## src/rtl/sap1_controller_sequencer_pkg.sv

```systemverilog
// SAP-1 controller/sequencer shared definitions: opcodes, control-word layout,
// named control words and one-hot T-state encodings.
package sap1_pkg;

    typedef enum logic [3:0] {
        OP_LDA = 4'b0000,
        OP_ADD = 4'b0001,
        OP_SUB = 4'b0010,
        OP_OUT = 4'b1110,
        OP_HLT = 4'b1111
    } opcode_e;

    localparam int CON_W = 12;

    // Bit positions in CON; _N bits are active-low.
    localparam int CON_CP   = 11;
    localparam int CON_EP   = 10;
    localparam int CON_LM_N = 9;
    localparam int CON_CE_N = 8;
    localparam int CON_LI_N = 7;
    localparam int CON_EI_N = 6;
    localparam int CON_LA_N = 5;
    localparam int CON_EA   = 4;
    localparam int CON_SU   = 3;
    localparam int CON_EU   = 2;
    localparam int CON_LB_N = 1;
    localparam int CON_LO_N = 0;

    localparam logic [CON_W-1:0] CON_IDLE    = 12'h3E3;
    localparam logic [CON_W-1:0] CON_T1      = 12'h5E3;
    localparam logic [CON_W-1:0] CON_T2      = 12'hBE3;
    localparam logic [CON_W-1:0] CON_T3      = 12'h263;
    localparam logic [CON_W-1:0] CON_MAR_IR  = 12'h1A3;
    localparam logic [CON_W-1:0] CON_OUT     = 12'h3F2;
    localparam logic [CON_W-1:0] CON_LDA_RAM = 12'h2C3;
    localparam logic [CON_W-1:0] CON_B_RAM   = 12'h2E1;
    localparam logic [CON_W-1:0] CON_ADD     = 12'h3C7;
    localparam logic [CON_W-1:0] CON_SUB     = 12'h3CF;

    localparam logic [5:0] T1 = 6'b000001;
    localparam logic [5:0] T2 = 6'b000010;
    localparam logic [5:0] T3 = 6'b000100;
    localparam logic [5:0] T4 = 6'b001000;
    localparam logic [5:0] T5 = 6'b010000;
    localparam logic [5:0] T6 = 6'b100000;

endpackage

```

## src/rtl/sap1_controller_sequencer_if.sv

```systemverilog
// Opcode in, ring state / control word / halt out, between the SAP-1
// controller and the datapath it steers.
interface sap1_ctrl_if #(parameter int OPCODE_W = 4);
    logic [OPCODE_W-1:0] OPCODE;
    logic [5:0]          T;
    logic [11:0]         CON;
    logic                HLT;

    modport master (input OPCODE, output T, output CON, output HLT);
    modport slave  (output OPCODE, input T, input CON, input HLT);
endinterface

```

## src/rtl/sap1_controller_sequencer_ring.sv

```systemverilog
// Six-state one-hot ring counter: clear and load-T1 beat hold, hold beats advance.
module ring_counter_6
    import sap1_pkg::*;
(
    input  logic       CLK,
    input  logic       CLR,
    input  logic       hold,
    input  logic       load_t1,
    output logic [5:0] t
);
    logic [5:0] t_q;

    always_ff @(posedge CLK) begin
        if (CLR)          t_q <= T1;
        else if (load_t1) t_q <= T1;
        else if (hold)    t_q <= t_q;
        else              t_q <= {t_q[4:0], t_q[5]};
    end

    assign t = t_q;
endmodule

```

## src/rtl/sap1_controller_sequencer.sv

```systemverilog
// SAP-1 controller/sequencer: ring counter, halt latch and control matrix.
// Define SAP1_SHORT_CYCLE_EN to end short instructions early (variable machine cycle).
module sap1_controller_sequencer
    import sap1_pkg::*;
#(
    parameter int OPCODE_W = 4
) (
    input  logic         CLK,
    input  logic         CLR,
    sap1_ctrl_if.master  bus
);
    if (OPCODE_W != 4) begin : g_bad_opcode_w
        $error("sap1_controller_sequencer: OPCODE_W must be 4");
    end

    logic [5:0] t;
    logic [3:0] op;
    logic       hlt_q;
    logic       halt_now;
    logic       short_ret;
    logic       load_t1;
    logic [CON_W-1:0] con;

    assign op       = bus.OPCODE[3:0];
    assign halt_now = !hlt_q && (t == T4) && (op == OP_HLT);

`ifdef SAP1_SHORT_CYCLE_EN
    // OUT/NOP finish after T4, LDA after T5; HLT freezes at T4 instead.
    assign short_ret = !hlt_q &&
        (((t == T4) && !(op inside {OP_LDA, OP_ADD, OP_SUB, OP_HLT})) ||
         ((t == T5) && (op == OP_LDA)));
`else
    assign short_ret = 1'b0;
`endif

    // A corrupted (non-one-hot) ring is recovered even while halted.
    assign load_t1 = !$onehot(t) || short_ret;

    ring_counter_6 u_ring (
        .CLK     (CLK),
        .CLR     (CLR),
        .hold    (hlt_q || halt_now),
        .load_t1 (load_t1),
        .t       (t)
    );

    always_ff @(posedge CLK) begin
        if (CLR)           hlt_q <= 1'b0;
        else if (halt_now) hlt_q <= 1'b1;
    end

    always_comb begin
        con = CON_IDLE;
        if (!hlt_q) begin
            case (t)
                T1: con = CON_T1;
                T2: con = CON_T2;
                T3: con = CON_T3;
                T4: begin
                    case (op)
                        OP_LDA, OP_ADD, OP_SUB: con = CON_MAR_IR;
                        OP_OUT:                 con = CON_OUT;
                        default:                con = CON_IDLE;
                    endcase
                end
                T5: begin
                    case (op)
                        OP_LDA:         con = CON_LDA_RAM;
                        OP_ADD, OP_SUB: con = CON_B_RAM;
                        default:        con = CON_IDLE;
                    endcase
                end
                T6: begin
                    case (op)
                        OP_ADD:  con = CON_ADD;
                        OP_SUB:  con = CON_SUB;
                        default: con = CON_IDLE;
                    endcase
                end
                default: con = CON_IDLE;
            endcase
        end
    end

    assign bus.T   = t;
    assign bus.HLT = hlt_q;
    assign bus.CON = con;
endmodule

```

## src/flat_wrapper.sv

```systemverilog
// flat-port wrapper written by rule: the top's interface ports become plain ports
module sap1_controller_sequencer_flat import sap1_pkg::*;
#(
    parameter int OPCODE_W = 4
)
  (CLK, CLR, bus_OPCODE, bus_T, bus_CON, bus_HLT);
  sap1_ctrl_if #(.OPCODE_W(OPCODE_W)) bus_i ();
  input  logic CLK;
  input  logic CLR;
  input wire logic [$bits(bus_i.OPCODE)-1:0] bus_OPCODE;
  output wire logic [$bits(bus_i.T)-1:0] bus_T;
  output wire logic [$bits(bus_i.CON)-1:0] bus_CON;
  output wire logic [$bits(bus_i.HLT)-1:0] bus_HLT;
  assign bus_i.OPCODE = bus_OPCODE;
  assign bus_T = bus_i.T;
  assign bus_CON = bus_i.CON;
  assign bus_HLT = bus_i.HLT;
  sap1_controller_sequencer #(.OPCODE_W(OPCODE_W)) u_core (.CLK(CLK), .CLR(CLR), .bus(bus_i));
endmodule
```

## config.mk

```make
export PLATFORM = sky130hd
export DESIGN_NAME = sap1_controller_sequencer_flat
export DESIGN_NICKNAME = d
export VERILOG_FILES = /design/src/rtl/sap1_controller_sequencer_pkg.sv /design/src/rtl/sap1_controller_sequencer_if.sv /design/src/rtl/sap1_controller_sequencer_ring.sv /design/src/rtl/sap1_controller_sequencer.sv /design/src/flat_wrapper.sv
export SDC_FILE = /design/constraint.sdc
export NUM_CORES = 1
export LEC_CHECK = 0
export CORE_MARGIN = 3
export CORE_UTILIZATION = 48
export DETAILED_ROUTE_END_ITERATION = 6
export HOLD_SLACK_MARGIN = 0.03
export PLACE_DENSITY_LB_ADDON = 0.12
export SLEW_MARGIN = 20
export SYNTH_ARGS = -nofsm -noshare
export SYNTH_HDL_FRONTEND = slang
export SYNTH_HIERARCHICAL = 1
export SYNTH_SLANG_ARGS = --single-unit
```

## constraint.sdc

```tcl
create_clock -name CLK -period 8.2 [get_ports CLK]
set_input_delay 2.46 -clock CLK [delete_from_list [all_inputs] [get_ports CLK]]
set_output_delay 2.46 -clock CLK [all_outputs]
set_load 0.05 [all_outputs]
```

### After elaboration in Yosys (flattened, before gate mapping)

Index checks and enable logic that the tools add are counted.

* flip-flop bits (word level): 7
* bits of input ports: 6
* output and inout bits: 19
* word-level logic and storage cells: 32

* add/subtract/negate cells: 5
* equality and inequality tests: 11
* mux-type cells: 5
* bitwise gates (word level): 1
* reduce and logical (&&, ||, !) cells: 8

Operators by type and width (count)
* 12-bit one-hot mux with 6 select lines: 1
* 10-bit one-hot mux with 2 select lines: 1
* 9-bit one-hot mux with 2 select lines: 1
* 12-bit two-way mux: 1
* 6-bit one-hot mux with 2 select lines: 1
* 4-bit equality test, second input constant: 2
* 1-bit by 1-bit adder with 2-bit output: 3
* 3-bit adder: 2
* 6-bit by 1-bit equality test with 1-bit output, second input constant: 1
* 6-bit by 2-bit equality test with 1-bit output, second input constant: 1
* 6-bit by 3-bit equality test with 1-bit output, second input constant: 1
* 6-bit by 4-bit equality test with 1-bit output, second input constant: 1
* 6-bit by 5-bit equality test with 1-bit output, second input constant: 1
* 6-bit equality test, second input constant: 1
* 4-bit by 1-bit equality test with 1-bit output, second input constant: 1
* 4-bit by 2-bit equality test with 1-bit output, second input constant: 1
* 4-bit zero test: 1
* 2-bit OR reduction: 2
* 3-bit by 1-bit equality test with 1-bit output, second input constant: 1
* 3-bit OR reduction: 1
* 1-bit logical AND: 2
* 1-bit zero test: 1
* 1-bit logical OR: 1
* 1-bit NOT: 1

### Logic depth before layout (Yosys ltp)

* depth after elaboration: 6
* mapped depth: 12
* depth with buffers taken out: 10

### Cells and area by module

The synthesis kept the hierarchy.

By module, submodules not included
* sap1_controller_sequencer: times used 1, cells each 71, area each 541.8 um^2, sequential area each 20.0 um^2
* ring_counter_6: times used 1, cells each 21, area each 220.2 um^2, sequential area each 120.1 um^2

### Worst setup path after synthesis

OpenSTA, ideal clock, no wires.

* kind: input-to-output
* from: in bus_OPCODE[3]
* to: out bus_CON[2]
* arrival time: 4.062 ns
* required time: 5.740 ns
* slack: 1.678 ns
* stages on the path: 2
* buffers on the path: 0
* cell sequence: or4_4 nor3_1

* cells in the longest elaborated chain, start to end: 4
* elaborated cells between the ends (all ways): 5
* those cells by class: eq/ne: 2; mux: 3

RTL lines
* from (decl): line flat_wrapper.sv:10 `input wire logic [$bits(bus_i.OPCODE)-1:0] bus_OPCODE;`
* 4-bit by 2-bit equality test with 1-bit output / 4-bit by 1-bit equality test with 1-bit output (equally long branches): line sap1_controller_sequencer.sv:74 `case (op)`
* 6-bit one-hot mux with 2 select lines *: line sap1_controller_sequencer.sv:74
* 12-bit one-hot mux with 6 select lines *: line sap1_controller_sequencer.sv:55 `case (t)`
* 12-bit two-way mux *: line sap1_controller_sequencer.sv:54 `if (!hlt_q) begin`
* to (decl): line flat_wrapper.sv:12 `output wire logic [$bits(bus_i.CON)-1:0] bus_CON;`

Every way passes the cells marked *; elsewhere a longest branch is shown, timed or not.

### Worst setup path after layout

* from: in bus_OPCODE[3]
* to: out bus_CON[3]

The elaborated chain is that of the path after synthesis.

==> reports/qor.yml <==
logic_synthesis:
  syn_area_sq_um: 762.0
  syn_avg_cell_area_sq_um: 8.282
  yosysWarnings: 6
  ys_types: 38
  synth-seq-cells: 7
  synth_cells: 92
  synthesis.nets: 105
  seq_area_frac_synth: 0.1839
clocking:
  cts_buffers: 3
  insertion_delay_ns: 0.24
  cts_buffer_depth: 2
  holdBufCountCts: 0
  clkTransAtPathRegs_ns: 0.05
  cts.sinks: 7
  htree_levels: 1
  post_cts_buffers: 0
  cts_tree: "built"
  cts_resized: 0
  cts_root_buf: "clkbuf_4"
final_layout:
  mostFrequentLayoutCells: "clkdlybuf4s50_1 (24), nor2_1 (10), inv_1 (8)"
  n_antenna_cell: 0
  fin_nets: 128
  area_delta_synth_final_pct: 29.88
  drive_gt1_frac: 0.07895
  mostFrequentLayoutCell: "clkdlybuf4s50_1"
  utilization: 0.7075
worst_setup_path:
  crit_path_max_fanout: 5
  endpoint_kind: "output port"
  startpoint_type: "primary input"
  cp.required_ns: 5.74
  critPathKind: "primary input to output port"
  critPathArrivalTime_ns: 4.48
placed_design:
  portBuffers: 24
  gp_congestion: 0.8638
timing:
  rsz0062_at_grt: "no"
  fin_setup_tns_ns: 0
  setup_viol: 0
  timing.fmax_ghz: 0.1441
  whs_ns: 0.5756
  drv_slew: 0
  fin_crit_sh: 0.8465
  slew_headroom: 0.5355
  worst_pin_slew_ns: 0.6904
  fin_worst_skew_ns: 0.001403
  final-hold-violation-count: 0
  period_needed_ns: 6.941
min_path:
  hp-class: "flop to flop"
global_route:
  grt_pass1_vias: 705
  met1_usage: 0.2328
  grtUsageMet3: 0.01976
  antenna_found_initial: 0
  met2_usage: 0.3297
  grt_pass1_wl_um: 3022
  grt_overflow: 0
  grt_max_degree: 16
  grtUsageTotal: 0.1914
  top_usage_layer: "met2"
die:
  core-area_sq_um: 1399
  fp.dieW_um: 45.84
  pin_count: 25
  fp.dieH_um: 45.84
  die_area_sq_um: 2101
  num_rows: 13
  start_util: 0.5447
detailed_routing:
  final_antenna_net_count: 0
  drt-initial-drc-count: 3
  wl_per_cell_um: 13.20
  wl_um: 1703
  first_pass_iters: 4
  vias_per_cell: 5.465
  post-route-drc-count: 0
  route.vias.total: 705
power_and_ir_drop:
  vdd_ir_drop_max_mv: 0.1866
  leakage_nw: 0.3910
  p_per_area_nw_per_um2: 254.8
outcome:
  status: "completed"
job:
  max-cap-violations: 0
-- metal layers --
metal / share of wire / up-vias
met5: 0 / -
met1: 0.45 / 323
li1: - / 363
met2: 0.49 / 17
met3: 0.060 / 2
met4: 0.0053 / 0
-- power breakdown --
group          switching, mW  total (mW)  internal, mW
clock network         0.0114      0.0299        0.0185
registers             0.0114      0.0514        0.0399
logic                  0.105       0.171        0.0663
-- critical path: stages --
cell	delay, ns
clkdlybuf4s50_1	0.47
or4_4	0.54
nor3_1	0.18
clkdlybuf4s50_1	0.83
-- kinds of logic after synthesis --
kind of cell,count (synthesis),share of synthesized area
AOI/OAI and AO/OA,12,0.1150
xor gates and xnor gates,2,0.02299
adders and majority gates,7,0.1445
buffers and inverters,14,0.1149
DFF,7,0.1839
muxes,5,0.06568
and+or+nand+nor,45,0.3531
-- per-stage QoR --
step	area, sq um	setup WS [ns]	instances	power (mW)
floorplan	762.0	1.678	92	0.1800
CTS	989.7	1.259	129	0.2551
detailed placement	963.4	1.261	125	0.2238
finish	989.7	1.259	129	0.2521
global route	989.7	1.205	129	0.2739
global placement	963.4	1.295	125	0.2193
-- registers in the layout, indices dropped and copies added (netlist names) --
name	cells
u_core/bus.HLT	1
u_core/u_ring/t	6
-- cells in the mapped netlist --
cell type | instances | area (sq um)
clkbuf_8 | 1 | 13.76
xnor2_1 | 1 | 8.760
or2_2 | 1 | 6.260
nand4b_1 | 1 | 8.760
o211ai_1 | 2 | 15.01
a21boi_0 | 1 | 7.510
nor4b_1 | 2 | 17.52
and2_1 | 3 | 18.77
nand2_1 | 4 | 15.01
a21oi_1 | 2 | 10.01
ha_1 | 4 | 50.05
dfxtp_1 | 7 | 140.1
a41o_1 | 1 | 10.01
nor2_1 | 10 | 37.54
and3_1 | 2 | 12.51
mux2i_1 | 5 | 50.05
nand4_1 | 1 | 6.260
and2b_2 | 1 | 8.760
or2b_2 | 2 | 17.52
xor2_1 | 1 | 8.760
o21ai_0 | 2 | 10.01
a211oi_1 | 1 | 7.510
or4_4 | 1 | 11.26
o311ai_0 | 1 | 8.760
or2_0 | 1 | 6.260
inv_1 | 8 | 30.03
nor3_1 | 3 | 15.01
a221o_1 | 1 | 10.01
buf_6 | 3 | 33.78
nand3b_1 | 1 | 7.510
fa_1 | 3 | 60.06
a211o_1 | 1 | 8.760
nand3_1 | 1 | 5.000
or3b_4 | 1 | 11.26
nor3b_1 | 1 | 7.510
nor2b_1 | 6 | 37.54
nor4_1 | 3 | 18.77
buf_2 | 2 | 10.01
-- final cells by class --
class	count	area, sq um
clock buffers	4	26.28
fillers	118	409.1
inverters	8	30.03
multi-input cells	71	534.3
flip-flops and latches	7	140.1
well taps	15	18.77
repair buffers	24	240.2
-- path summary, 6_finish.rpt --
kind / end / slack (ns) / depth (start not counted) / start
worst min register to register: u_core/u_ring/t[0] / 0.58 / 1 / u_core/u_ring/t[0]
worst max register to register: u_core/u_ring/t[0] / 5.03 / 10 / u_core/u_ring/t[3]
worst max-delay path: bus_CON[3] / 1.26 / 4 / bus_OPCODE[3]
worst min-delay path: u_core/u_ring/t[0] / 0.58 / 1 / u_core/u_ring/t[0]
Power figures use the tool's default switching activity.
